===== config.mk =====
export PLATFORM = sky130hd
export DESIGN_NAME = alu_sched_flat
export DESIGN_NICKNAME = d
export VERILOG_FILES = /design/src/rtl/alu_pkg.sv /design/src/rtl/alu_sched_if.sv /design/src/rtl/alu.sv /design/src/rtl/rr_arbiter.sv /design/src/rtl/alu_sched.sv /design/src/flat_wrapper.sv
export SDC_FILE = /design/constraint.sdc
export NUM_CORES = 1
export LEC_CHECK = 0
export CAP_MARGIN = 30
export CORE_MARGIN = 5
export CORE_UTILIZATION = 50
export CTS_CLUSTER_DIAMETER = 40
export CTS_CLUSTER_SIZE = 16
export DETAILED_ROUTE_END_ITERATION = 8
export GPL_TIMING_DRIVEN = 0
export PLACE_DENSITY = 0.78
export SYNTH_ARGS = -nofsm -noshare
export SYNTH_HDL_FRONTEND = slang
export SYNTH_HIERARCHICAL = 1
export SYNTH_SLANG_ARGS = --single-unit
export TNS_END_PERCENT = 10

===== constraint.sdc =====
create_clock -name clk -period 15.45 [get_ports clk]
set_input_delay 3.09 -clock clk [delete_from_list [all_inputs] [get_ports clk]]
set_output_delay 3.09 -clock clk [all_outputs]
set_load 0.02 [all_outputs]

===== src/rtl/alu_pkg.sv =====
// alu_pkg: opcodes, scheduler state type and the opcode/operand error screen
// shared by the ALU, the scheduler and their users.
package alu_pkg;

    localparam logic [7:0] OP_ADD = 8'd1;
    localparam logic [7:0] OP_SUB = 8'd2;
    localparam logic [7:0] OP_MUL = 8'd3;
    localparam logic [7:0] OP_DIV = 8'd4;
    localparam logic [7:0] OP_AND = 8'd5;
    localparam logic [7:0] OP_OR  = 8'd6;
    localparam logic [7:0] OP_NOT = 8'd7;

    typedef enum logic [1:0] {
        IDLE = 2'd0,
        EXEC = 2'd1,
        RESP = 2'd2
    } state_e;

    // True for an opcode outside 1..7, or a divide whose divisor is zero.
    function automatic logic op_error(input logic [7:0] op, input logic b_zero);
        return (op == 8'd0) || (op > OP_NOT) || ((op == OP_DIV) && b_zero);
    endfunction

endpackage


===== src/rtl/alu_sched_if.sv =====
// alu_sched_if: request/response bundle between N requesters and alu_sched.
//   req_valid/req_ready/req_op/req_a/req_b : per-requester request handshake
//   rsp_valid/rsp_ready                    : per-requester response handshake
//   rsp_data/rsp_err                       : shared result and error flag
// master = requester side, slave = scheduler side.
interface alu_sched_if #(
    parameter int N = 2,
    parameter int W = 8
);
    logic [N-1:0]   req_valid;
    logic [N-1:0]   req_ready;
    logic [N*8-1:0] req_op;
    logic [N*W-1:0] req_a;
    logic [N*W-1:0] req_b;
    logic [N-1:0]   rsp_valid;
    logic [N-1:0]   rsp_ready;
    logic [W-1:0]   rsp_data;
    logic           rsp_err;

    modport master (
        output req_valid, req_op, req_a, req_b, rsp_ready,
        input  req_ready, rsp_valid, rsp_data, rsp_err
    );

    modport slave (
        input  req_valid, req_op, req_a, req_b, rsp_ready,
        output req_ready, rsp_valid, rsp_data, rsp_err
    );
endinterface


===== src/rtl/alu.sv =====
// alu: combinational W-bit ALU.
//   op_i : opcode (alu_pkg OP_*), a_i/b_i : operands, y_o : result.
// Arithmetic wraps modulo 2**W, divide is unsigned floor, NOT ignores b_i.
// Unknown opcodes and divide-by-zero yield zero.
module alu
    import alu_pkg::*;
#(
    parameter int W = 8
) (
    input  logic [7:0]   op_i,
    input  logic [W-1:0] a_i,
    input  logic [W-1:0] b_i,
    output logic [W-1:0] y_o
);

    always_comb begin
        y_o = '0;
        case (op_i)
            OP_ADD:  y_o = a_i + b_i;
            OP_SUB:  y_o = a_i - b_i;
            OP_MUL:  y_o = a_i * b_i;
            OP_DIV:  y_o = (b_i == '0) ? '0 : (a_i / b_i);
            OP_AND:  y_o = a_i & b_i;
            OP_OR:   y_o = a_i | b_i;
            OP_NOT:  y_o = ~a_i;
            default: y_o = '0;
        endcase
    end

endmodule


===== src/rtl/rr_arbiter.sv =====
// rr_arbiter: combinational round-robin pick.
//   req : request vector, ptr : highest-priority index,
//   gnt : one-hot grant (zero when no request), idx : encoded grant index.
module rr_arbiter #(
    parameter int N = 2
) (
    input  logic [N-1:0]         req,
    input  logic [$clog2(N)-1:0] ptr,
    output logic [N-1:0]         gnt,
    output logic [$clog2(N)-1:0] idx
);

    localparam int IW = $clog2(N);

    logic [N-1:0] rot;
    logic [IW:0]  sum;
    logic         found;

    // Rotate so bit 0 is the requester at ptr, take the lowest set bit, then
    // map the offset back to an absolute index modulo N.
    always_comb begin
        rot   = N'({req, req} >> ptr);
        sum   = '0;
        found = 1'b0;
        for (int unsigned i = 0; i < N; i++) begin
            if (!found && rot[i]) begin
                found = 1'b1;
                sum   = {1'b0, ptr} + (IW+1)'(i);
            end
        end
        if (sum >= (IW+1)'(N)) begin
            sum = sum - (IW+1)'(N);
        end
        idx = sum[IW-1:0];
        gnt = found ? (N'(1) << idx) : '0;
    end

endmodule


===== src/rtl/alu_sched.sv =====
// alu_sched: round-robin scheduler sharing one ALU among N requesters.
//   clk, rst_n : clock, asynchronous active-low reset
//   bus        : alu_sched_if slave (requests in, one-hot ready/valid out,
//                shared registered result and error flag)
//   busy       : high whenever an operation is in EXEC or RESP
module alu_sched
    import alu_pkg::*;
#(
    parameter int N = 2,
    parameter int W = 8
) (
    input  logic        clk,
    input  logic        rst_n,
    alu_sched_if.slave  bus,
    output logic        busy
);

    localparam int IW = $clog2(N);

    state_e         state_q, state_d;
    logic [IW-1:0]  ptr_q, ptr_d;
    logic [IW-1:0]  g_q, g_d;
    logic [7:0]     op_q, op_d;
    logic [W-1:0]   a_q, a_d;
    logic [W-1:0]   b_q, b_d;
    logic [W-1:0]   data_q, data_d;
    logic           err_q, err_d;

    logic [N-1:0]   gnt;
    logic [IW-1:0]  gnt_idx;
    logic [W-1:0]   alu_y;
    logic [N-1:0]   req_ready_c;
    logic [N-1:0]   rsp_valid_c;
    logic [7:0]     op_sel;
    logic [W-1:0]   a_sel, b_sel;

    rr_arbiter #(.N(N)) u_arb (
        .req (bus.req_valid),
        .ptr (ptr_q),
        .gnt (gnt),
        .idx (gnt_idx)
    );

    alu #(.W(W)) u_alu (
        .op_i (op_q),
        .a_i  (a_q),
        .b_i  (b_q),
        .y_o  (alu_y)
    );

    // Operand mux of the winning requester.
    always_comb begin
        op_sel = '0;
        a_sel  = '0;
        b_sel  = '0;
        for (int unsigned i = 0; i < N; i++) begin
            if (gnt[i]) begin
                op_sel = bus.req_op[i*8 +: 8];
                a_sel  = bus.req_a[i*W +: W];
                b_sel  = bus.req_b[i*W +: W];
            end
        end
    end

    always_comb begin
        state_d     = state_q;
        ptr_d       = ptr_q;
        g_d         = g_q;
        op_d        = op_q;
        a_d         = a_q;
        b_d         = b_q;
        data_d      = data_q;
        err_d       = err_q;
        req_ready_c = '0;
        rsp_valid_c = '0;
        case (state_q)
            IDLE: begin
                if (|gnt) begin
                    req_ready_c = gnt;
                    op_d        = op_sel;
                    a_d         = a_sel;
                    b_d         = b_sel;
                    g_d         = gnt_idx;
                    state_d     = EXEC;
                end
            end
            EXEC: begin
                if (op_error(op_q, b_q == '0)) begin
                    data_d = '0;
                    err_d  = 1'b1;
                end else begin
                    data_d = alu_y;
                    err_d  = 1'b0;
                end
                state_d = RESP;
            end
            RESP: begin
                rsp_valid_c = N'(1) << g_q;
                if (bus.rsp_ready[g_q]) begin
                    state_d = IDLE;
                    ptr_d   = (g_q == IW'(N-1)) ? '0 : g_q + 1'b1;
                end
            end
            default: state_d = IDLE;
        endcase
    end

    always_ff @(posedge clk or negedge rst_n) begin
        if (!rst_n) begin
            state_q <= IDLE;
            ptr_q   <= '0;
            g_q     <= '0;
            op_q    <= '0;
            a_q     <= '0;
            b_q     <= '0;
            data_q  <= '0;
            err_q   <= 1'b0;
        end else begin
            state_q <= state_d;
            ptr_q   <= ptr_d;
            g_q     <= g_d;
            op_q    <= op_d;
            a_q     <= a_d;
            b_q     <= b_d;
            data_q  <= data_d;
            err_q   <= err_d;
        end
    end

    // The grant path is combinational from req_valid, so it is gated by
    // reset to keep req_ready low while rst_n is asserted.
    assign bus.req_ready = req_ready_c & {N{rst_n}};
    assign bus.rsp_valid = rsp_valid_c;
    assign bus.rsp_data  = data_q;
    assign bus.rsp_err   = err_q;
    assign busy          = (state_q != IDLE);

endmodule

===== src/flat_wrapper.sv =====
// flat-port wrapper written by rule: the top's interface ports become plain ports
module alu_sched_flat import alu_pkg::*;
#(
    parameter int N = 2,
    parameter int W = 8
)
  (clk, rst_n, busy, bus_req_valid, bus_req_op, bus_req_a, bus_req_b, bus_rsp_ready, bus_req_ready, bus_rsp_valid, bus_rsp_data, bus_rsp_err);
  alu_sched_if #(.N(N), .W(W)) bus_i ();
  input  logic clk;
  input  logic rst_n;
  output logic busy;
  input wire logic [$bits(bus_i.req_valid)-1:0] bus_req_valid;
  input wire logic [$bits(bus_i.req_op)-1:0] bus_req_op;
  input wire logic [$bits(bus_i.req_a)-1:0] bus_req_a;
  input wire logic [$bits(bus_i.req_b)-1:0] bus_req_b;
  input wire logic [$bits(bus_i.rsp_ready)-1:0] bus_rsp_ready;
  output wire logic [$bits(bus_i.req_ready)-1:0] bus_req_ready;
  output wire logic [$bits(bus_i.rsp_valid)-1:0] bus_rsp_valid;
  output wire logic [$bits(bus_i.rsp_data)-1:0] bus_rsp_data;
  output wire logic [$bits(bus_i.rsp_err)-1:0] bus_rsp_err;
  assign bus_i.req_valid = bus_req_valid;
  assign bus_i.req_op = bus_req_op;
  assign bus_i.req_a = bus_req_a;
  assign bus_i.req_b = bus_req_b;
  assign bus_i.rsp_ready = bus_rsp_ready;
  assign bus_req_ready = bus_i.req_ready;
  assign bus_rsp_valid = bus_i.rsp_valid;
  assign bus_rsp_data = bus_i.rsp_data;
  assign bus_rsp_err = bus_i.rsp_err;
  alu_sched #(.N(N), .W(W)) u_core (.clk(clk), .rst_n(rst_n), .bus(bus_i), .busy(busy));
endmodule

== Word-level counts from Yosys, hierarchy flattened ==
Index checks and enable logic that the tools add are counted.
W data, S select, Z words.
Cells by class
  add/sub/neg operators: 5
  $mul: 1
  divide/modulo/power cells: 1
  magnitude comparators: 3
  equality and inequality tests: 11
  shifts and indexed selects: 3
  muxes and demuxes: 25
  bitwise logic cells: 4
  reduce and logical (&&, ||, !) cells: 13
Operators by type and width (count)
  $mux W8: 8
  $pmux W8 S7: 1
  $eq A8 B3 Y1 const B: 4
  $eq A8 B2 Y1 const B: 2
  $logic_not A8 Y1: 2
  $mux W2: 7
  $add A8 B8 Y8: 1
  $and A8 B8 Y8: 1
  $div A8 B8 Y8: 1
  $eq A8 B1 Y1 const B: 1
  $gt A8 B3 Y1 const B: 1
  $mul A8 B8 Y8: 1
  $mux W1: 8
  $not A8 Y8: 1
  $or A8 B8 Y8: 1
  $sub A8 B8 Y8: 1
  $pmux W2 S3: 1
  $reduce_and A2 Y1: 3
  $ne A2 B1 Y1 const B: 2
  $shl A1 B1 Y2 const A: 2
  $shr A4 B1 Y2: 1
  $add A1 B1 Y2 const B: 1
  $and A2 B2 Y2: 1
  $eq A2 B1 Y1 const B: 1
  other kinds (11): 13
Storage, ports and cells
  register bits after elaboration: 37
  output and inout bits: 14
  logic and storage cells: 74

== Longest topological paths before layout ==
Gate-level depths: netlist of run 1.
  depth in word-level cells: 13
  mapped depth: 55

== Modules after synthesis ==
The synthesis of run 1 kept the hierarchy.
Modules (own cells, without submodules)
  alu: instances 1, cells an instance 484, area each 3483.3 sq um, sequential area each 0.0 sq um
  alu_sched: instances 1, cells an instance 204, area each 1888.1 sq um, sequential area each 925.9 sq um
  rr_arbiter: instances 1, cells an instance 4, area each 30.0 sq um, sequential area each 0.0 sq um

== Least setup slack after synthesis of run 1 ==
No wires, ideal clock.
  path kind: register to register
  start point: register u_core.b_q[5]
  end point: register u_core.data_q[0] (netlist: u_core/bus.rsp_data[0])
  library setup time: 0.133 ns
  data arrival time: 10.609 ns
  slack: 4.708 ns
  cell stages (with the launch flop): 55
  period minus slack after synthesis: 10.742 ns
  cell sequence: dfrtp_1 buf_2 or3_4 nor3_2 a31oi_1 ha_1 o21a_1 o211ai_1 mux2_2 ha_1 and4b_1 a21oi_1 a21oi_1 mux2i_1 inv_1 ha_1 o211ai_1 a21boi_0 [... 19 more ...] nor2_1 ha_1 o21ai_0 o21ai_0 nand4_1 a21oi_1 clkbuf_1 nor2_1 a21oi_1 ha_1 a21boi_0 o21a_1 o21a_1 o2111ai_1 a21oi_1 a211o_1 nand2_1 o31ai_1
Between the ends
  cells in the longest elaborated chain, start to end: 4
Ends and longest elaborated chain
  start: declaration: RTL line alu_sched.sv:25  | logic [W-1:0] b_q, b_d;
  start signal: assignment: RTL line alu_sched.sv:115  | b_q <= '0;
  start signal: assignment: RTL line alu_sched.sv:124  | b_q <= b_d;
  $div A8 B8 Y8 / $logic_not A8 Y1 (equally long branches): RTL line alu.sv:22  | OP_DIV: y_o = (b_i == '0) ? '0 : (a_i / b_i);
  $mux W8 *: RTL line alu.sv:22
  $pmux W8 S7 *: RTL line alu.sv:18  | case (op_i)
  via u_core.alu_y[0]: RTL line alu_sched.sv:31  | logic [W-1:0] alu_y;
  $mux W8 *: RTL line alu_sched.sv:88  | if (op_error(op_q, b_q == '0)) begin
  end signal: assignment: RTL line alu_sched.sv:125  | data_q <= data_d;
  end: declaration: RTL line alu_sched.sv:26  | logic [W-1:0] data_q, data_d;
Mark *: on every way through the listed nets, which the timed path passes. The rest lies on a longest branch.
A chain may end at the register's enable or synchronous reset.

== Worst setup path in the final report of run 1 ==
  start point: register u_core.b_q[0]
  end point: register u_core.data_q[0] (netlist: u_core/bus.rsp_data[0])
Between the ends
  cells in the longest elaborated chain, start to end: 4
Ends and longest elaborated chain (RTL line)
  $div A8 B8 Y8 / $logic_not A8 Y1 (equally long branches): alu.sv:22
  $mux W8: alu.sv:22
  $pmux W8 S7 *: alu.sv:18
  via u_core.alu_y[0]: alu_sched.sv:31
  $mux W8 *: alu_sched.sv:88
Marked as above.

==> impl_metrics.env, run 1 <==
export IMPL_status="finished clean"
export IMPL_track_usage_pct=25.2
export IMPL_slew_violations=0
export IMPL_n_fill_cell=968
export IMPL_slowest_stage="dfrtp_1"
export IMPL_hold_buffers=0
export IMPL_postCtsSetupRepairBufs=0
export IMPL_crit_path_start="u_core/b_q[0]"
export IMPL_clock_latency_ns=0.29
export IMPL_first_iter_violations=588
export IMPL_end_kind="register"
export IMPL_hold_path_class="reg -> reg"
export IMPL_wl_per_cell_um=17.9
export IMPL_syn_inst=692
export IMPL_arrival_ns=13.45
export IMPL_synth_edf_count=0
export IMPL_path_max_fanout=14
export IMPL_crit_path_start_kind="register"
export IMPL_ant_nets=0
export IMPL_worst_ep_required_time_ns=15.62
export IMPL_routed_via_density=6.25
export IMPL_fin_crit_ns=13.28
export IMPL_antenna_cells=0
export IMPL_fmax_mhz=75.3
export IMPL_avgSynthCellArea_sq_um=7.81
export IMPL_rsz0062_at_grt="no"
export IMPL_netlist_area_sq_um=5400
export IMPL_gp_congestion=0.994
export IMPL_start_util_pct=50.5
export IMPL_grt_pass1_vias=5545
export IMPL_synth_distinct_cells=61
export IMPL_htree_levels=2
export IMPL_cts_sinks=37
export IMPL_maxSlewHeadroom_pct=27.8
export IMPL_fin_skew_ns=0.0127
export IMPL_drv_cap=0
export IMPL_routed_via_count=5667
export IMPL_synth_ff_type="dfrtp_1"
export IMPL_max_stage_delay_ns=0.77
export IMPL_timing_setup_tns_ns=0
export IMPL_drcViolationCount=0
export IMPL_setup_viol=0
export IMPL_dp_hpwl_um=12500
export IMPL_cts_root_buffer="clkbuf_8"
export IMPL_clkTransAtPathRegs_ns=0.08
export IMPL_grt_overflow=0
export IMPL_hp_start="u_core/bus.rsp_data[5]"
export IMPL_drive_gt1_share_pct=3.91
export IMPL_portBuffers=67
export IMPL_antenna_found_initial=0
export IMPL_cts_buffer_depth=2
export IMPL_area_delta_synth_final_pct=17.7
export IMPL_async_flop_share_pct=100
export IMPL_cts_inserted_buffers=5
export IMPL_worstMarginPinSlew_ns=1.08
export IMPL_multiInputGateArea_sq_um=4130
export IMPL_rows=38
export IMPL_regArea_sq_um=926
export IMPL_crit_buf_inv=7
export IMPL_cts_tree="yes"
export IMPL_dieArea_sq_um=13000
export IMPL_die_h_um=114
export IMPL_ys_warn_count=6
export IMPL_cp_top_family="compound AO/OA/AOI/OAI gates"
export IMPL_layout_nets=898
export IMPL_drt_first_pass_iters=6
export IMPL_crit_type="reg -> reg"
export IMPL_synth_nets=824
export IMPL_fin_crit_sh_pct=86.0
export IMPL_crit_top_cell="ha_1"
export IMPL_post_cts_resized=0
export IMPL_die_x_um=114
export IMPL_r2r_start="u_core/b_q[0]"
export IMPL_coreArea_sq_um=10700
export IMPL_wl_um=16300
export IMPL_ys_seq_area_share_pct=17.1
export IMPL_io_pins=68
export IMPL_grt_pass1_wl_um=27000
export IMPL_grt_max_degree=40
export IMPL_finalHoldViolCount=0
export IMPL_synth_seq_cells=37
==> Yosys cell counts, drive strengths merged, types with 3 or more instances <==
cell type | count | share of area (%)
o2111ai | 3 | 0.49
buf | 6 | 0.86
nor4b | 5 | 0.81
ha | 65 | 15
o31ai | 10 | 1.4
nor2b | 32 | 3.7
clkbuf | 32 | 2.2
a31oi | 31 | 3.6
nor2 | 56 | 3.9
nor4 | 3 | 0.35
a221o | 5 | 0.93
o211ai | 7 | 0.97
and2 | 11 | 1.3
nand2 | 57 | 4.0
dfrtp | 37 | 17
nand3 | 3 | 0.28
o21a | 17 | 2.4
nor3 | 19 | 1.9
mux2i | 10 | 1.9
o22ai | 3 | 0.35
a211o | 3 | 0.49
or2 | 4 | 0.46
mux2 | 7 | 1.5
xnor2 | 24 | 3.9
or3 | 7 | 0.90
nand2b | 8 | 0.93
a22oi | 25 | 3.5
a21o | 6 | 0.83
inv | 46 | 3.2
a21oi | 31 | 2.9
nand4 | 3 | 0.35
o21ai | 56 | 5.2
and3 | 4 | 0.46
fa | 13 | 4.8
xor2 | 8 | 1.3
nor3b | 4 | 0.56
a21boi | 9 | 1.3
==> cell usage in the layout, fill, tap and decap left out, drive strengths merged, types with 31 or more instances in the layout <==
cell type and n:
a21oi 31, a31oi 31, clkbuf 37, clkdlybuf4s50 66, dfrtp 37, ha 65, inv 46, nand2 57
nor2 56, nor2b 32, o21ai 56
==> final timing paths <==
path / end / slack [ns] / cells after the start
min in group asynchronous: u_core/g_q / 2.89 / 1
worst max-delay path: u_core/bus.rsp_data[0] / 2.17 / 54
worst min register to register: u_core/bus.rsp_data[5] / 0.49 / 2
max in group asynchronous: u_core/a_q[4] / 12.03 / 1
worst min-delay path: u_core/bus.rsp_data[5] / 0.49 / 2
worst max register to register: u_core/bus.rsp_data[0] / 2.17 / 54
==> per-stage QoR <==
stage	area [sq um]	setup WS (ns)	hold WS, ns	std cells	util [%]
3_5_place_dp	6240	2.64	0.473	899	58.4
4_1_cts	6360	2.55	0.493	907	59.4
5_1_grt	6360	1.34	0.519	907	59.4
6_report	6360	2.17	0.488	907	59.4
2_1_floorplan	5400	4.71	0.511	692	-
3_3_place_gp	6250	2.84	0.473	899	58.4
==> metal layers <==
| layer | part of all wire, % | vias up | wire, um | track usage (%) |
|---|---|---|---|---|
| li1 | - | 2649 | - | - |
| met1 | 42 | 2664 | 6810 | 33.9 |
| met2 | 46 | 308 | 7550 | 40.9 |
| met3 | 8.8 | 46 | 1430 | 4.62 |
| met4 | 2.9 | 0 | 474 | 8.55 |
| met5 | 0 | - | 0 | 0 |
==> flip-flops by register name (all words and copies together), names as in the netlist <==
| signal | flops |
|---|---|
| u_core/a_q | 8 |
| u_core/b_q | 8 |
| u_core/bus.rsp_data | 8 |
| u_core/op_q | 8 |
| u_core/state_q | 2 |
| u_core/bus.rsp_err | 1 |
| u_core/g_q | 1 |
| u_core/ptr_q | 1 |
==> tightest hold or removal path, cell delays in order (launching register included) <==
cell and delay (ns):
dfrtp_1 0.35, nand2_1 0.05, o31ai_1 0.06
==> kinds of logic after synthesis <==
group	synth area share (%)
AOI/OAI and AO/OA	27.0
xor gates and xnor gates	6.02
adders and majority gates	19.9
buffers and inverters	6.35
DFF	17.1
muxes	3.31
and+or+nand+nor	20.3
==> layout make-up <==
type,count,area share [%]
plain buffers,38,2.62
clock buffers,5,1.08
clock inverters,3,0.728
inverters,47,2.78
multi-input cells,570,65.0
flip-flops and latches,37,14.6
well taps,140,2.76
repair buffers,67,10.5
Power of run 1 is not shown: default switching activity piles up to over one toggle a cycle in this logic, so the estimate is an artifact.
==> run 2, diff against run 1 <==
--- a/config.mk
+++ b/config.mk
@@ -6,7 +6,6 @@
 export NUM_CORES = 1
 export LEC_CHECK = 0
 export CAP_MARGIN = 30
-export CORE_MARGIN = 5
 export CORE_UTILIZATION = 50
 export CTS_CLUSTER_DIAMETER = 40
 export CTS_CLUSTER_SIZE = 16
==> impl_metrics.env, run 2 (same netlist as run 1, synthesis figures left out) <==
export IMPL_status="finished with violations"
export IMPL_grt_pass1_vias=5453
export IMPL_cts_root_buffer="clkbuf_8"
export IMPL_portBuffers=67
export IMPL_fin_crit_sh_pct=85.5
export IMPL_die_x_um=106
export IMPL_post_cts_resized=0
export IMPL_wl_um=16300
export IMPL_antenna_found_initial=0
export IMPL_finalHoldViolCount=0
export IMPL_fin_skew_ns=0.0132
export IMPL_dp_hpwl_um=12600
export IMPL_postCtsSetupRepairBufs=0
export IMPL_start_util_pct=51.9
export IMPL_slew_violations=0
export IMPL_worstMarginPinSlew_ns=1.01
export IMPL_clkTransAtPathRegs_ns=0.08
export IMPL_wl_per_cell_um=18.1
export IMPL_worst_ep_required_time_ns=15.63
export IMPL_layout_nets=898
export IMPL_hold_buffers=0
export IMPL_area_delta_synth_final_pct=17.6
export IMPL_routed_via_count=5700
export IMPL_violations="DRC"
export IMPL_rsz0062_at_grt="no"
export IMPL_routed_via_density=6.31
export IMPL_cts_buffer_depth=2
export IMPL_grt_overflow=0
export IMPL_end_kind="register"
export IMPL_drcViolationCount=1
export IMPL_slowest_stage="dfrtp_1"
export IMPL_path_max_fanout=14
export IMPL_crit_buf_inv=7
export IMPL_cp_top_family="compound AO/OA/AOI/OAI gates"
export IMPL_grt_pass1_wl_um=26400
export IMPL_drt_first_pass_iters=7
export IMPL_setup_viol=0
export IMPL_fmax_mhz=75.7
export IMPL_first_iter_violations=518
export IMPL_crit_path_start_kind="register"
export IMPL_layout_common_cells="66 x clkdlybuf4s50_1, 65 x ha_1, 57 x nand2_1, 56 x nor2_1, 55 x o21ai_0"
export IMPL_htree_levels=2
export IMPL_ant_nets=0
export IMPL_crit_top_cell="ha_1"
export IMPL_io_pins=68
export IMPL_gp_congestion=1.00
export IMPL_rows=37
export IMPL_antenna_cells=0
export IMPL_die_h_um=106
export IMPL_fin_crit_ns=13.21
export IMPL_arrival_ns=13.39
export IMPL_grt_max_degree=40
export IMPL_pre_cts_slack_ns=2.61
export IMPL_hold_path_class="reg -> reg"
export IMPL_drv_cap=0
export IMPL_timing_setup_tns_ns=0
export IMPL_cts_inserted_buffers=5
export IMPL_crit_type="reg -> reg"
export IMPL_max_stage_delay_ns=0.76
export IMPL_maxSlewHeadroom_pct=32.3
export IMPL_dieArea_sq_um=11200
export IMPL_track_usage_pct=29.5
export IMPL_setup_ws_ns=2.24
export IMPL_final_common_cell="clkdlybuf4s50_1"
export IMPL_clock_latency_ns=0.30
export IMPL_coreArea_sq_um=10400
export IMPL_cts_tree="yes"
export IMPL_drive_gt1_share_pct=3.91
export IMPL_cts_sinks=37
## run 2: worst paths after layout
kind	to	from	depth (start not counted)	slack [ns]
max	u_core/bus.rsp_data[0]	u_core/b_q[0]	54	2.24
min	u_core/bus.rsp_data[0]	u_core/bus.rsp_data[0]	2	0.50
max reg2reg	u_core/bus.rsp_data[0]	u_core/b_q[0]	54	2.24
min reg2reg	u_core/bus.rsp_data[0]	u_core/bus.rsp_data[0]	2	0.50
max in group asynchronous	u_core/b_q[5]	rst_n	1	12.04
min in group asynchronous	u_core/ptr_q	rst_n	1	2.89
## run 2: metrics by stage
step | std cells | utilization [%] | cell area, sq um | hold WS [ns]
after floorplan | 692 | - | 5400 | 0.511
after global placement | 895 | 59.9 | 6240 | 0.475
after detailed placement | 895 | 59.9 | 6240 | 0.483
after CTS | 903 | 61.0 | 6350 | 0.503
after global routing | 903 | 61.0 | 6350 | 0.524
final | 903 | 61.0 | 6350 | 0.501
## run 2: cell type report
cell class | instances | area, sq um
Buffer | 38 | 166
Clock buffer | 5 | 68.8
Clock inverter | 3 | 46.3
Fill cell | 900 | 4060
Inverter | 47 | 176
Multi-Input combinational cell | 570 | 4130
Sequential cell | 37 | 926
Tap cell | 136 | 170
Timing Repair Buffer | 67 | 666
## run 2: worst min-delay path: stages, from the launching register on
cell and delay [ns]:
dfrtp_1 0.36, nand2_1 0.05, o31ai_1 0.06
## run 2: layer usage
metal	share of wire, %	GRT usage, %
met1	41	38.5
met4	2.4	9.23
met3	9.3	4.90
met2	47	49.9
met5	0	0
Power of run 2 is left out for the same reason.
